### src/rtl/popcnt_pkg.sv
// Shared constants and state encoding for the popcount datapath.
package popcnt_pkg;
  localparam int LEN      = 125;
  localparam int CW       = $clog2(LEN);
  localparam int MAXCHUNK = 32;
  localparam int AW       = $clog2(MAXCHUNK * LEN + 1);
  // chunk counter only has to reach MAXCHUNK-1 before it is cleared
  localparam int NW       = $clog2(MAXCHUNK);

  typedef enum logic {
    IDLE  = 1'b0,
    ACCUM = 1'b1
  } state_t;
endpackage

### src/rtl/popacc_thresh.sv
// Accumulates per-chunk popcounts of one neuron and binarizes the total
// against a threshold captured on the neuron's first beat.
module popacc_thresh
  import popcnt_pkg::*;
(
  input  logic          clk,
  input  logic          rst,
  input  logic          in_valid,
  output logic          in_ready,
  input  logic [CW-1:0] in_cnt,
  input  logic          in_last,
  input  logic [AW-1:0] in_thr,
  output logic          out_valid,
  input  logic          out_ready,
  output logic [AW-1:0] out_sum,
  output logic          out_bit,
  output logic          err_ovf
);

  state_t        state, state_d;
  logic [AW-1:0] acc, acc_d;
  logic [NW-1:0] chunk_n, chunk_d;
  logic [AW-1:0] thr_q, thr_d;

  logic          accept, forced, done, hit;
  logic [AW-1:0] base, total, thr;

  // Stall only while a finished result is waiting on downstream.
  assign in_ready = !out_valid || out_ready;
  assign accept   = in_valid && in_ready;

  // From IDLE there is no partial sum and the threshold is the live input.
  assign base   = (state == ACCUM) ? acc   : '0;
  assign thr    = (state == ACCUM) ? thr_q : in_thr;
  assign total  = base + AW'(in_cnt);
  assign hit    = (total >= thr);
  // The MAXCHUNK-th beat closes the neuron even without in_last.
  assign forced = (chunk_n == NW'(MAXCHUNK - 1)) && !in_last;
  assign done   = accept && (in_last || forced);

  // Next-state and accumulator update.
  always_comb begin
    state_d = state;
    acc_d   = acc;
    chunk_d = chunk_n;
    thr_d   = thr_q;
    if (accept) begin
      if (state == IDLE) thr_d = in_thr;
      if (done) begin
        state_d = IDLE;
        acc_d   = '0;
        chunk_d = '0;
      end else begin
        state_d = ACCUM;
        acc_d   = total;
        chunk_d = chunk_n + 1'b1;
      end
    end
  end

  // Accumulator state register.
  always_ff @(posedge clk) begin
    if (rst) begin
      state   <= IDLE;
      acc     <= '0;
      chunk_n <= '0;
      thr_q   <= '0;
    end else begin
      state   <= state_d;
      acc     <= acc_d;
      chunk_n <= chunk_d;
      thr_q   <= thr_d;
    end
  end

  // Result register; a load wins over a drain in the same cycle.
  always_ff @(posedge clk) begin
    if (rst) begin
      out_valid <= 1'b0;
      out_sum   <= '0;
      out_bit   <= 1'b0;
      err_ovf   <= 1'b0;
    end else begin
      err_ovf <= accept && forced;
      if (done) begin
        out_valid <= 1'b1;
        out_sum   <= total;
        out_bit   <= hit;
      end else if (out_valid && out_ready) begin
        out_valid <= 1'b0;
      end
    end
  end

endmodule

### config.mk
export PLATFORM = sky130hd
export DESIGN_NAME = popacc_thresh
export DESIGN_NICKNAME = d
export VERILOG_FILES = /design/src/rtl/popcnt_pkg.sv /design/src/rtl/popacc_thresh.sv
export SDC_FILE = /design/constraint.sdc
export NUM_CORES = 1
export LEC_CHECK = 0
export ABC_AREA = 0
export BUFFER_PORTS_ARGS = -buffer_cell sky130_fd_sc_hd__buf_2
export CAP_MARGIN = 15
export CORE_MARGIN = 2
export CORE_UTILIZATION = 45
export DETAILED_ROUTE_END_ITERATION = 10
export HOLD_SLACK_MARGIN = 0.15
export PLACE_DENSITY = 0.68
export SYNTH_ARGS = -nofsm -noshare
export SYNTH_HDL_FRONTEND = slang
export SYNTH_SLANG_ARGS = --single-unit
### constraint.sdc
create_clock -name clk -period 2.8 [get_ports clk]
set_clock_uncertainty 0.05 [all_clocks]
set_input_delay 0.14 -clock clk [delete_from_list [all_inputs] [get_ports clk]]
set_output_delay 0.14 -clock clk [all_outputs]
set_load 0.02 [all_outputs]
==> summary.txt, run 1 <==
Outcome
  • Status: finished clean

Final layout
  • Fillers: between 500 and 600
  • Layout area overhead: 25.28%
  • Final nets: 397
  • Layout Cells excl Fill: 424
  • Layout cell share with drive strength beyond 1: a little over a quarter
  • Ant. Diodes: 0

Worst setup path
  • Crit path max fanout: 6
  • CP startpoint kind: flip-flop
  • CP cell instances: clkbuf_2 -> and2_1 -> ha_2 -> o211ai_2 -> o21ai_4 -> o211ai_4 -> xor2_2 -> ha_1 -> a21oi_2 -> nor2_1 -> a2111oi_1 -> a211oi_1
  • Critical path's largest stage delay: between 300 and 400 ps
  • Slowest-stage cell, CP: dfxtp_4
  • Setup crit start: state
  • Critical path endpoint category: flip-flop
  • Worst r2r src: state
  • Data required, critical path: 2910 ps
  • Critical path class: flip-flop to flip-flop
  • CP Data Arrival Time: roughly 2800 ps

Global route
  • All-Layer GR Usage: 19.47%
  • First-pass GRT wire length: approximately 9.6 mm
  • Initial antenna violation count: 0
  • Vias in the first global route: 2,066
  • Pin count of the biggest net entering global routing: 47
  • Remaining Overflow, GRT: 0

Clock network
  • Worst-path clk slew: 80 ps
  • CTS tree: yes
  • CTS max path bufs: 2
  • Clk_lat worst skew: roughly 300 ps
  • CTS Buf Count: 5
  • H-tree levels: 2
  • CTS Sinks: 45
  • Root buf cell: clkbuf_8

Die
  • Overall die height: just under 80 um
  • Core Area: 5473 um2
  • Die width: 79.04 um
  • Initial Util: 46.30%
  • Full die area: 6247 um2
  • I/O Pins: 40
  • Row cnt: 27

Timing
  • Max-slew violations: 0
  • Setup_tns: 0 ps
  • Share of the cycle needed by the critical path after routing: 96.66%
  • Final setup fails: 0
  • Hold slack final: 179.9 ps
  • Post-route minimum period: 2706 ps
  • RSZ-0062 raised after global routing: yes
  • Slew HR: 46.85%
  • Max Fclk: around 370 MHz
  • Slew @ Worst Pin: 797.2 ps
  • Hold Violations, Final: 0

Pwr
  • Cell Pwr Density: 456.9 nW/um2
  • Maximum vdd drop: 0.1895 mV
  • P_leak: 1.374 nW

Drt
  • Drt via density: 5.267
  • First-pass DRT Iterations: 4
  • Via count: around 2.2k
  • Initial DRC count: 71
  • DRC viols: 0
  • Final ANT Viol Nets: 0
  • Routed len/inst: 14.15 um
  • Routed wire length: approximately 6.0 mm

Min path
  • Worst hold start: in_thr[2]
  • Hold/Removal Path Class: input pin to flip-flop

Synth
  • Synthesized Nets: 345
  • Post-synthesis sequential area ratio: 35.56%
  • Synth Flop Type: dfxtp_1
  • Post-synth ARST share: 0%
  • Synth warn: 0
  • Distinct cells, synth: between 40 and 50
  • Cells after synthesis: 299
  • Mean post-synth cell area: 8.474 um2
  • Yosys reg bits: 45
  • Number of synthesized flops with an enable pin: 0
  • Mapped Area: 2534 um2

Place
  • Dpl hpwl: 4.327 mm
  • GPL Wtd Cong: 0.8559
  • Placed cells: 411
  • Number of port buffers: 39

Job
  • Max cap viols: 0
==> where the power goes <==
part,internal [mW],switching [mW],total [mW]
sequential,0.670,0.0154,0.685
combinational,0.105,0.144,0.249
clock,0.291,0.225,0.516
==> critical path: cells and delay by family, from the launching register on <==
family                   cells  cell delay (ps)
AO/OA/AOI/OAI                6              970
XOR/XNOR                     1              170
adder cells (fa/ha/maj)      2              670
buffers and inverters        1              130
flip-flops                   1              360
AND/OR/NAND/NOR              2              210
==> final timing paths <==
| path | endpoint | slack (ps) | cells after the start |
|---|---|---|---|
| worst max-delay path | out_bit | 90 | 12 |
| worst min-delay path | thr_q[2] | 180 | 3 |
| worst max register to register | out_bit | 90 | 12 |
| worst min register to register | acc[3] | 400 | 2 |
==> synthesized netlist by cell type (3+ instances only) <==
cell type / n / share of area (%)
a211oi_1: 15 / 4.4
a21oi_1: 22 / 4.3
nand3_1: 9 / 1.8
o21bai_1: 4 / 1.2
clkbuf_1: 14 / 2.1
a31oi_1: 3 / 0.74
xnor2_1: 4 / 1.4
mux2i_1: 11 / 4.3
ha_1: 21 / 10
a21o_1: 3 / 0.89
nand2b_1: 5 / 1.2
nand3b_1: 5 / 1.5
o21ai_0: 11 / 2.2
inv_1: 8 / 1.2
xor2_1: 4 / 1.4
dfxtp_1: 45 / 36
and2_1: 8 / 2.0
nand2_1: 34 / 5.0
or3_1: 4 / 0.99
nor2_1: 28 / 4.1
==> flip-flops by register name (all words and copies together), names as in the netlist <==
register	cells
thr_q	12
acc	12
out_sum	12
out_bit	1
state	1
err_ovf	1
chunk_n	5
out_valid	1
==> placed cells by master, fill, tap and decap left out, types with 9 or more instances in the layout <==
cell type / Yosys / layout
a211oi_1: 15 / 14
a21oi_1: 22 / 20
buf_2: 2 / 39
buf_4: 0 / 20
dfxtp_1: 45 / 44
ha_1: 21 / 17
mux2i_1: 11 / 11
nand2_1: 34 / 34
nand3_1: 9 / 9
nor2_1: 28 / 27
o21ai_0: 11 / 9
==> per-layer routing <==
layer | global-route usage [%] | wire, um | part of all wire, %
met2 | 31.36 | 2721 | 45
met4 | 6.379 | 138 | 2.3
met1 | 26.24 | 2856 | 48
met3 | 3.750 | 283 | 4.7
met5 | 0 | 0 | 0
==> metrics by stage <==
stage	utilization, %	power (mW)	cell area [um2]	setup WS [ps]
finish	58.00	1.450	3174	93.65
floorplan	-	0.8562	2576	7.781
CTS	55.76	1.448	3052	8.740
detailed placement	53.25	0.9346	2914	-65.32
global placement	53.25	0.9282	2914	18.64
global route	58.00	1.518	3174	-50.84
==> area by class of cell <==
type                       count  area [um2]  area share (%)
clock buffer                   7       86.33           2.720
multi-input combinational    229        1663           52.38
tap                           72       90.09           2.838
inverter                       8       30.03          0.9460
timing repair buffer          62       370.4           11.67
clock inverter                 1       30.03          0.9460
sequential                    45       904.6           28.50
==> cells by family after synthesis <==
family,share of synthesized area (%)
adder cells (fa/ha/maj),11.16
AO/OA/AOI/OAI,20.89
multiplexers,4.790
AND/OR/NAND/NOR,21.04
buffers and inverters,3.802
flip-flops,35.56
XOR/XNOR,2.765
==> what timing repair did <==
action                                  CTS  global route
endpoints found under the setup margin    1             1
buffers inserted                          0             3
resized for setup                         1            21
hold buffers                              2             0
hold endpoints to repair                  4             0
pin swaps                                 0             8
Power figures use the tool's default switching activity.
==> run 2, diff against run 1 <==
--- a/config.mk
+++ b/config.mk
@@ -5,7 +5,7 @@
 export SDC_FILE = /design/constraint.sdc
 export NUM_CORES = 1
 export LEC_CHECK = 0
-export ABC_AREA = 0
+export ABC_AREA = 1
 export BUFFER_PORTS_ARGS = -buffer_cell sky130_fd_sc_hd__buf_2
 export CAP_MARGIN = 15
 export CORE_MARGIN = 2
==> summary.txt, run 2 <==
Synth
  • Cells after synthesis: 352 (+18%)
  • Multiplexer area fraction after synthesis: 4.200% (-0.59 points)
  • Post-synthesis sequential area ratio: 34.37% (-1.2 points)
  • Post-Synth Simple-Gate Area: 27.30% (+6.3 points)
  • Yosys reg bits: 45 (unchanged)
  • Synth area leader: dfxtp_1
  • Post-synthesis compound-gate area fraction: 13.60% (-7.3 points)
  • Mean post-synth cell area: 7.447 um2 (-12%)
  • Synthesized Nets: 398 (+15%)
  • Synth warn: 0 (unchanged)
  • XOR/XNOR Fraction of Synth Area: 1.002% (-1.8 points)
  • Cell with the most instances after synthesis: nand2_1
  • List of most frequent post-synthesis cells: nand2_1 (89), dfxtp_1 (45), inv_1 (35)
  • Top-area cell type share of the netlist area: 34.37% (-1.2 points)
  • Distinct cells, synth: 36 (-27%)
  • Synth Flop Type: dfxtp_1
  • Synth area leaders: dfxtp_1 (34%), nand2_1 (13%), ha_1 (10%), inv_1 (5.0%), a21oi_1 (5.0%)
  • Synth Area in Adders: 10.79% (-0.37 points)
  • Post-synth ARST share: 0% (unchanged)
  • Largest family of logic cells by synthesized area: simple AND/OR/NAND/NOR gates
  • Mapped Area: 2621 um2 (+3.5%)
  • Number of synthesized flops with an enable pin: 0 (unchanged)

Worst setup path
  • R2r setup slk: 180 ps (+90 ps)
  • Data required, critical path: 2950 ps (+40 ps)
  • Critical path endpoint category: flip-flop
  • Critical path's largest stage delay: 380 ps (+20 ps)
  • RR Endpoint: out_bit
  • Slowest-stage cell, CP: ha_2
  • Worst Path Buf+Inv: 3 (+2)
  • Crit path max fanout: 4 (-2)
  • CP Data Arrival Time: 2770 ps (-40 ps)
  • Worst reg2reg path depth: 17 (+5)
  • CP startpoint kind: flip-flop
  • CP cell instances: buf_4 -> nand2_1 -> inv_1 -> ha_2 -> nand2_2 -> nor2_4 -> nand2_2 -> nand2_4 -> nand3_1 -> and2_4 -> ha_1 -> a21oi_1 -> o21ai_0 -> a21oi_1 -> nand4_1 -> nand2_1 -> inv_1
  • Worst r2r src: state
  • Cell family with most CP delay: simple AND/OR/NAND/NOR gates
  • Critical path class: flip-flop to flip-flop
  • Setup crit start: state

Min path
  • Worst hold start: in_thr[2]
  • Worst hold endpoint: thr_q[2]
  • Hold/Removal Path Class: input pin to flip-flop
  • Hold path cells: 3 (unchanged)

Die
  • Overall die height: 80.32 um (+1.6%)
  • Die width: 80.32 um (+1.6%)
  • Full die area: 6451 um2 (+3.3%)
  • Initial Util: 47.03% (+0.73 points)
  • I/O Pins: 40 (unchanged)
  • Core Area: 5574 um2 (+1.9%)
  • Row cnt: 27 (unchanged)

Drt
  • First-pass DRT Iterations: 4 (unchanged)
  • DRC viols: 0 (unchanged)
  • Via count: 2,336 (+4.6%)
  • Final ANT Viol Nets: 0 (unchanged)
  • Routed wire length: 5.912 mm (-1.5%)
  • Routed len/inst: 12.66 um (-11%)
  • Drt via density: 5.002 (-5.0%)
  • Initial DRC count: 116 (+63%)

Clock network
  • H-tree levels: 2 (unchanged)
  • Worst-path clk slew: 80 ps (about the same)
  • CTS Buf Count: 5 (unchanged)
  • CTS tree: yes
  • Clk_lat worst skew: 290 ps (about the same)
  • CTS max path bufs: 2 (unchanged)
  • Root buf cell: clkbuf_8
  • CTS Sinks: 45 (unchanged)

Global route
  • Remaining Overflow, GRT: 0 (unchanged)
  • First-pass GRT wire length: 9.832 mm (+2.4%)
  • Pin count of the biggest net entering global routing: 29 (-38%)
  • GRT busiest layer: met2
  • Met2 Use GR: 33.67% (+2.3 points)
  • Met1 GRT Util: 25.81% (-0.43 points)
  • Vias in the first global route: 2,184 (+5.7%)
  • All-Layer GR Usage: 19.76% (+0.29 points)
  • Met3 GRT Util: 3.034% (-0.72 points)
  • Initial antenna violation count: 0 (unchanged)

Final layout
  • Most common cell after layout, fill and taps aside: nand2_1
  • Layout Cells excl Fill: 467 (+10%)
  • Regs by FF count: acc: 12 flops, out_sum: 12 flops, thr_q: 12 flops
  • Commonest non-fill, non-tap cells in the layout: nand2_1 (87), dfxtp_1 (44), buf_2 (39)
  • Final nets: 440 (+11%)
  • Sequential cell area: 904.6 um2 (unchanged)
  • Layout area overhead: 16.32%
  • Ant. Diodes: 0 (unchanged)
  • Fillers: 555 (+8.6%)
  • Footprint of the multi-input gates: 1556 um2 (-6.4%)
  • Layout cell share with drive strength beyond 1: 22.03% (-5.0 points)

Timing
  • Max-slew violations: 0 (unchanged)
  • Post-route minimum period: 2620 ps (-86.76 ps)
  • Share of the cycle needed by the critical path after routing: 93.56% (-3.1 points)
  • Max Fclk: 381.7 MHz (+3.3%)
  • Final setup fails: 0 (unchanged)
  • Slew HR: 74.85% (+28 points)
  • Hold Violations, Final: 0 (unchanged)
  • Slew @ Worst Pin: 374.5 ps (-422.8 ps)

Outcome
  • Status: finished clean

Pwr
  • Cell Pwr Density: 431.0 nW/um2 (-5.7%)
  • Maximum vdd drop: 0.3087 mV (+63%)
  • Total power: 1.314 mW (-9.4%)
  • P_leak: 1.471 nW (+7.1%)

Place
  • Number of port buffers: 39 (unchanged)
  • GPL Wtd Cong: 0.8017 (-6.3%)
  • Dpl hpwl: 4.478 mm (+3.5%)
  • Placed cells: 456 (+11%)

Job
  • Max cap viols: 0 (unchanged)
-- run 2: cell types whose count changed after synthesis, moves of 7 or more --
| cell | delta |
|---|---|
| nand3_1 | +11 |
| nand2_1 | +55 |
| and2_1 | -7 |
| clkbuf_1 | -12 |
| inv_1 | +27 |
| nand2_2 | +7 |
-- run 2: cell families after synthesis --
family	count (synthesis)
AND/OR/NAND/NOR	159
XOR/XNOR	3
multiplexers	11
flip-flops	45
buffers and inverters	53
adder cells (fa/ha/maj)	22
AO/OA/AOI/OAI	59
-- run 2: how the worst max path moves through the flow --
stage,end,slack [ps],cells after the start
finish,out_bit,180,17
global route,out_bit,-1,17
CTS,out_bit,100,18
detailed placement,out_bit,120,18
global placement,out_bit,190,17
floorplan,out_bit,100,22
-- run 2: cell type report --
cell class | count | share of cell area (%)
inverter | 41 | 5.047
multi-input combinational | 254 | 51.05
sequential | 45 | 29.67
clock buffer | 8 | 2.626
tap | 72 | 2.954
timing repair buffer | 47 | 8.658
-- run 2: layer usage --
layer | vias to the layer above | part of all wire (%)
li1 | 1233 | -
met1 | 1056 | 49
met2 | 41 | 46
met3 | 6 | 3.2
met4 | 0 | 1.1
met5 | - | 0
-- run 2: metrics by stage --
stage / hold WS [ps] / utilization, % / cell area [um2] / setup slack [ps] / setup TNS [ps]
5_1_grt: 203.7 / 54.70 / 3049 / -1.347 / -1.347
6_report: 192.3 / 54.70 / 3049 / 180.4 / 0
4_1_cts: 181.9 / 53.27 / 2969 / 102.1 / 0
3_5_place_dp: 288.7 / 51.47 / 2869 / 124.6 / 0
3_3_place_gp: 285.7 / 51.47 / 2869 / 190.8 / 0
2_1_floorplan: 168.1 / - / 2621 / 101.2 / 0
-- run 2: repair_timing --
action,4_1_cts,5_1_grt
setup endpoints to repair,0,1
hold buffers,2,0
hold endpoints to repair,3,0
buffers inserted,0,1
gates resized for setup,0,17
-- run 2: where the power goes --
part           switching (mW)  total (mW)  internal (mW)
combinational           0.147       0.240         0.0932
clock                   0.214       0.391          0.178
sequential             0.0151       0.683          0.668
-- run 2: worst min-delay path, cell delays in order --
cell and delay, ps:
buf_2 80, mux2i_1 80, a211oi_1 200
==> run 3, diff against run 2 <==
--- a/config.mk
+++ b/config.mk
@@ -10,6 +10,7 @@
 export CAP_MARGIN = 15
 export CORE_MARGIN = 2
 export CORE_UTILIZATION = 45
+export CTS_BUF_LIST = sky130_fd_sc_hd__clkbuf_8 sky130_fd_sc_hd__clkbuf_16
 export DETAILED_ROUTE_END_ITERATION = 10
 export HOLD_SLACK_MARGIN = 0.15
 export PLACE_DENSITY = 0.68
==> summary.txt, run 3 (synthesized netlist as in run 2, its figures left out) <==
Final layout
  • Ant. Diodes: 0 (unchanged)
  • Commonest non-fill, non-tap cells in the layout: nand2_1 (87), dfxtp_1 (44), buf_2 (39)
  • Final core occ: 54.70% (unchanged)
  • Layout area overhead: 16.32% (unchanged)
  • Most common cell after layout, fill and taps aside: nand2_1
  • Final nets: 440 (unchanged)
  • Fillers: 555 (unchanged)
  • Layout cell share with drive strength beyond 1: 22.03% (unchanged)
  • Regs by FF count: acc: 12 flops, out_sum: 12 flops, thr_q: 12 flops

Pwr
  • Maximum vdd drop: 0.3087 mV (about the same)
  • P_leak: 1.484 nW (+0.84%)
  • Cell Pwr Density: 427.6 nW/um2 (-0.79%)

Global route
  • Met1 GRT Util: 25.74% (-0.069 points)
  • Remaining Overflow, GRT: 0 (unchanged)
  • Met2 Use GR: 33.67% (unchanged)
  • First-pass GRT wire length: 9.832 mm (unchanged)
  • GRT busiest layer: met2
  • Met3 GRT Util: 3.034% (unchanged)
  • Vias in the first global route: 2,188 (+0.18%)
  • Initial antenna violation count: 0 (unchanged)
  • Pin count of the biggest net entering global routing: 29 (unchanged)
  • All-Layer GR Usage: 19.74% (-0.024 points)

Drt
  • Final ANT Viol Nets: 0 (unchanged)
  • Routed wire length: 5.890 mm (-0.37%)
  • Initial DRC count: 119 (+2.6%)
  • Drt via density: 4.934 (-1.4%)
  • Routed len/inst: 12.61 um (-0.37%)
  • DRC viols: 0 (unchanged)
  • First-pass DRT Iterations: 4 (unchanged)
  • Via count: 2,304 (-1.4%)

Worst setup path
  • Setup crit start: state
  • CP cell instances: buf_4 -> nand2_1 -> inv_1 -> ha_2 -> nand2_2 -> nor2_4 -> nand2_2 -> nand2_4 -> nand3_1 -> and2_4 -> ha_1 -> a21oi_1 -> o21ai_0 -> a21oi_1 -> nand4_1 -> nand2_1 -> inv_1
  • Slowest-stage cell, CP: ha_2
  • CP Data Arrival Time: 2770 ps (about the same)
  • CP startpoint kind: flip-flop
  • Critical path class: flip-flop to flip-flop
  • Cell family with most CP delay: simple AND/OR/NAND/NOR gates
  • Data required, critical path: 2950 ps (about the same)
  • Worst r2r src: state
  • Critical path endpoint category: flip-flop
  • Critical path's largest stage delay: 380 ps (about the same)
  • Worst Path Buf+Inv: 3 (unchanged)
  • Crit path max fanout: 4 (unchanged)

Die
  • Die width: 80.32 um (unchanged)
  • Initial Util: 47.03% (unchanged)
  • Overall die height: 80.32 um (unchanged)
  • Core Area: 5574 um2 (unchanged)
  • Full die area: 6451 um2 (unchanged)
  • Row cnt: 27 (unchanged)
  • I/O Pins: 40 (unchanged)

Place
  • GPL Wtd Cong: 0.8017 (unchanged)
  • Dpl hpwl: 4.478 mm (unchanged)
  • Pre-CTS setup slack: 124.6 ps (unchanged)
  • Number of port buffers: 39 (unchanged)

Timing
  • Final setup fails: 0 (unchanged)
  • Slew @ Worst Pin: 374.5 ps (+0.03493 ps)
  • Hold slack final: 188.9 ps (-3.452 ps)
  • Share of the cycle needed by the critical path after routing: 93.45% (-0.11 points)
  • Max-slew violations: 0 (unchanged)
  • Max Fclk: 382.2 MHz (+0.12%)
  • Slew HR: 74.85% (about the same)
  • Worst setup margin: 183.5 ps (+3.063 ps)
  • Post-route minimum period: 2617 ps (-3.063 ps)
  • Hold Violations, Final: 0 (unchanged)

Clock network
  • Clk_lat worst skew: 300 ps (about the same)
  • H-tree levels: 2 (unchanged)
  • CTS Sinks: 45 (unchanged)
  • Root buf cell: clkbuf_8
  • CTS max path bufs: 2 (unchanged)
  • CTS Buf Count: 5 (unchanged)
  • CTS tree: yes
  • Worst-path clk slew: 80 ps (about the same)

Job
  • Max cap viols: 0 (unchanged)

Min path
  • Worst hold start: in_thr[4]
  • Hold/Removal Path Class: input pin to flip-flop

Outcome
  • Status: finished clean
run 3: worst paths after layout:
path	end	slack [ps]	depth (start not counted)
setup reg to reg	out_bit	180	17
setup / recovery	out_bit	180	17
hold / removal	thr_q[4]	190	3
hold reg to reg	out_sum[11]	400	2
run 3: power by group:
group	leakage [nW]	switching [mW]	internal, mW	total [mW]
Sequential	0.368	0.0152	0.668	0.683
Clock	0.0519	0.215	0.167	0.382
Combinational	1.06	0.146	0.0931	0.239
run 3: worst register-to-register path, stage by stage, from the launching register on:
cell	delay, ps
dfxtp_4	360
buf_4	150
nand2_1	50
inv_1	40
ha_2	380
nand2_2	100
nor2_4	100
nand2_2	80
nand2_4	70
nand3_1	100
and2_4	190
ha_1	320
a21oi_1	150
o21ai_0	90
a21oi_1	110
nand4_1	80
nand2_1	70
inv_1	30
run 3: area by class of cell:
type	count	area (um2)	share of cell area (%)
Clock inverter	3	11.26	0.3693
Timing Repair Buffer	47	264.0	8.658
Sequential cell	45	904.6	29.67
Multi-Input combinational cell	254	1556	51.05
Tap cell	72	90.09	2.954
Clock buffer	5	68.82	2.257
Inverter	41	153.9	5.047
run 3: timing repair:
action	CTS	global route
resized for setup	0	17
endpoints found under the hold margin	3	0
setup buffers	0	1
hold buffers	2	0
setup endpoints to repair	0	1
run 3: metrics by stage:
step	instance area (um2)	power, mW	std cells	TNS (ps)
after floorplan	2621	0.8615	352	0
after global placement	2869	0.9199	456	0
after detailed placement	2869	0.9258	456	0
after CTS	2969	1.308	466	0
after global routing	3049	1.375	467	-1.510
final	3049	1.304	467	0
run 3: layer usage:
layer  wire, um  share of wire (%)
met5          0                  0
met4         68                1.2
met3        144                2.4
met2       2693                 46
met1       2983                 51
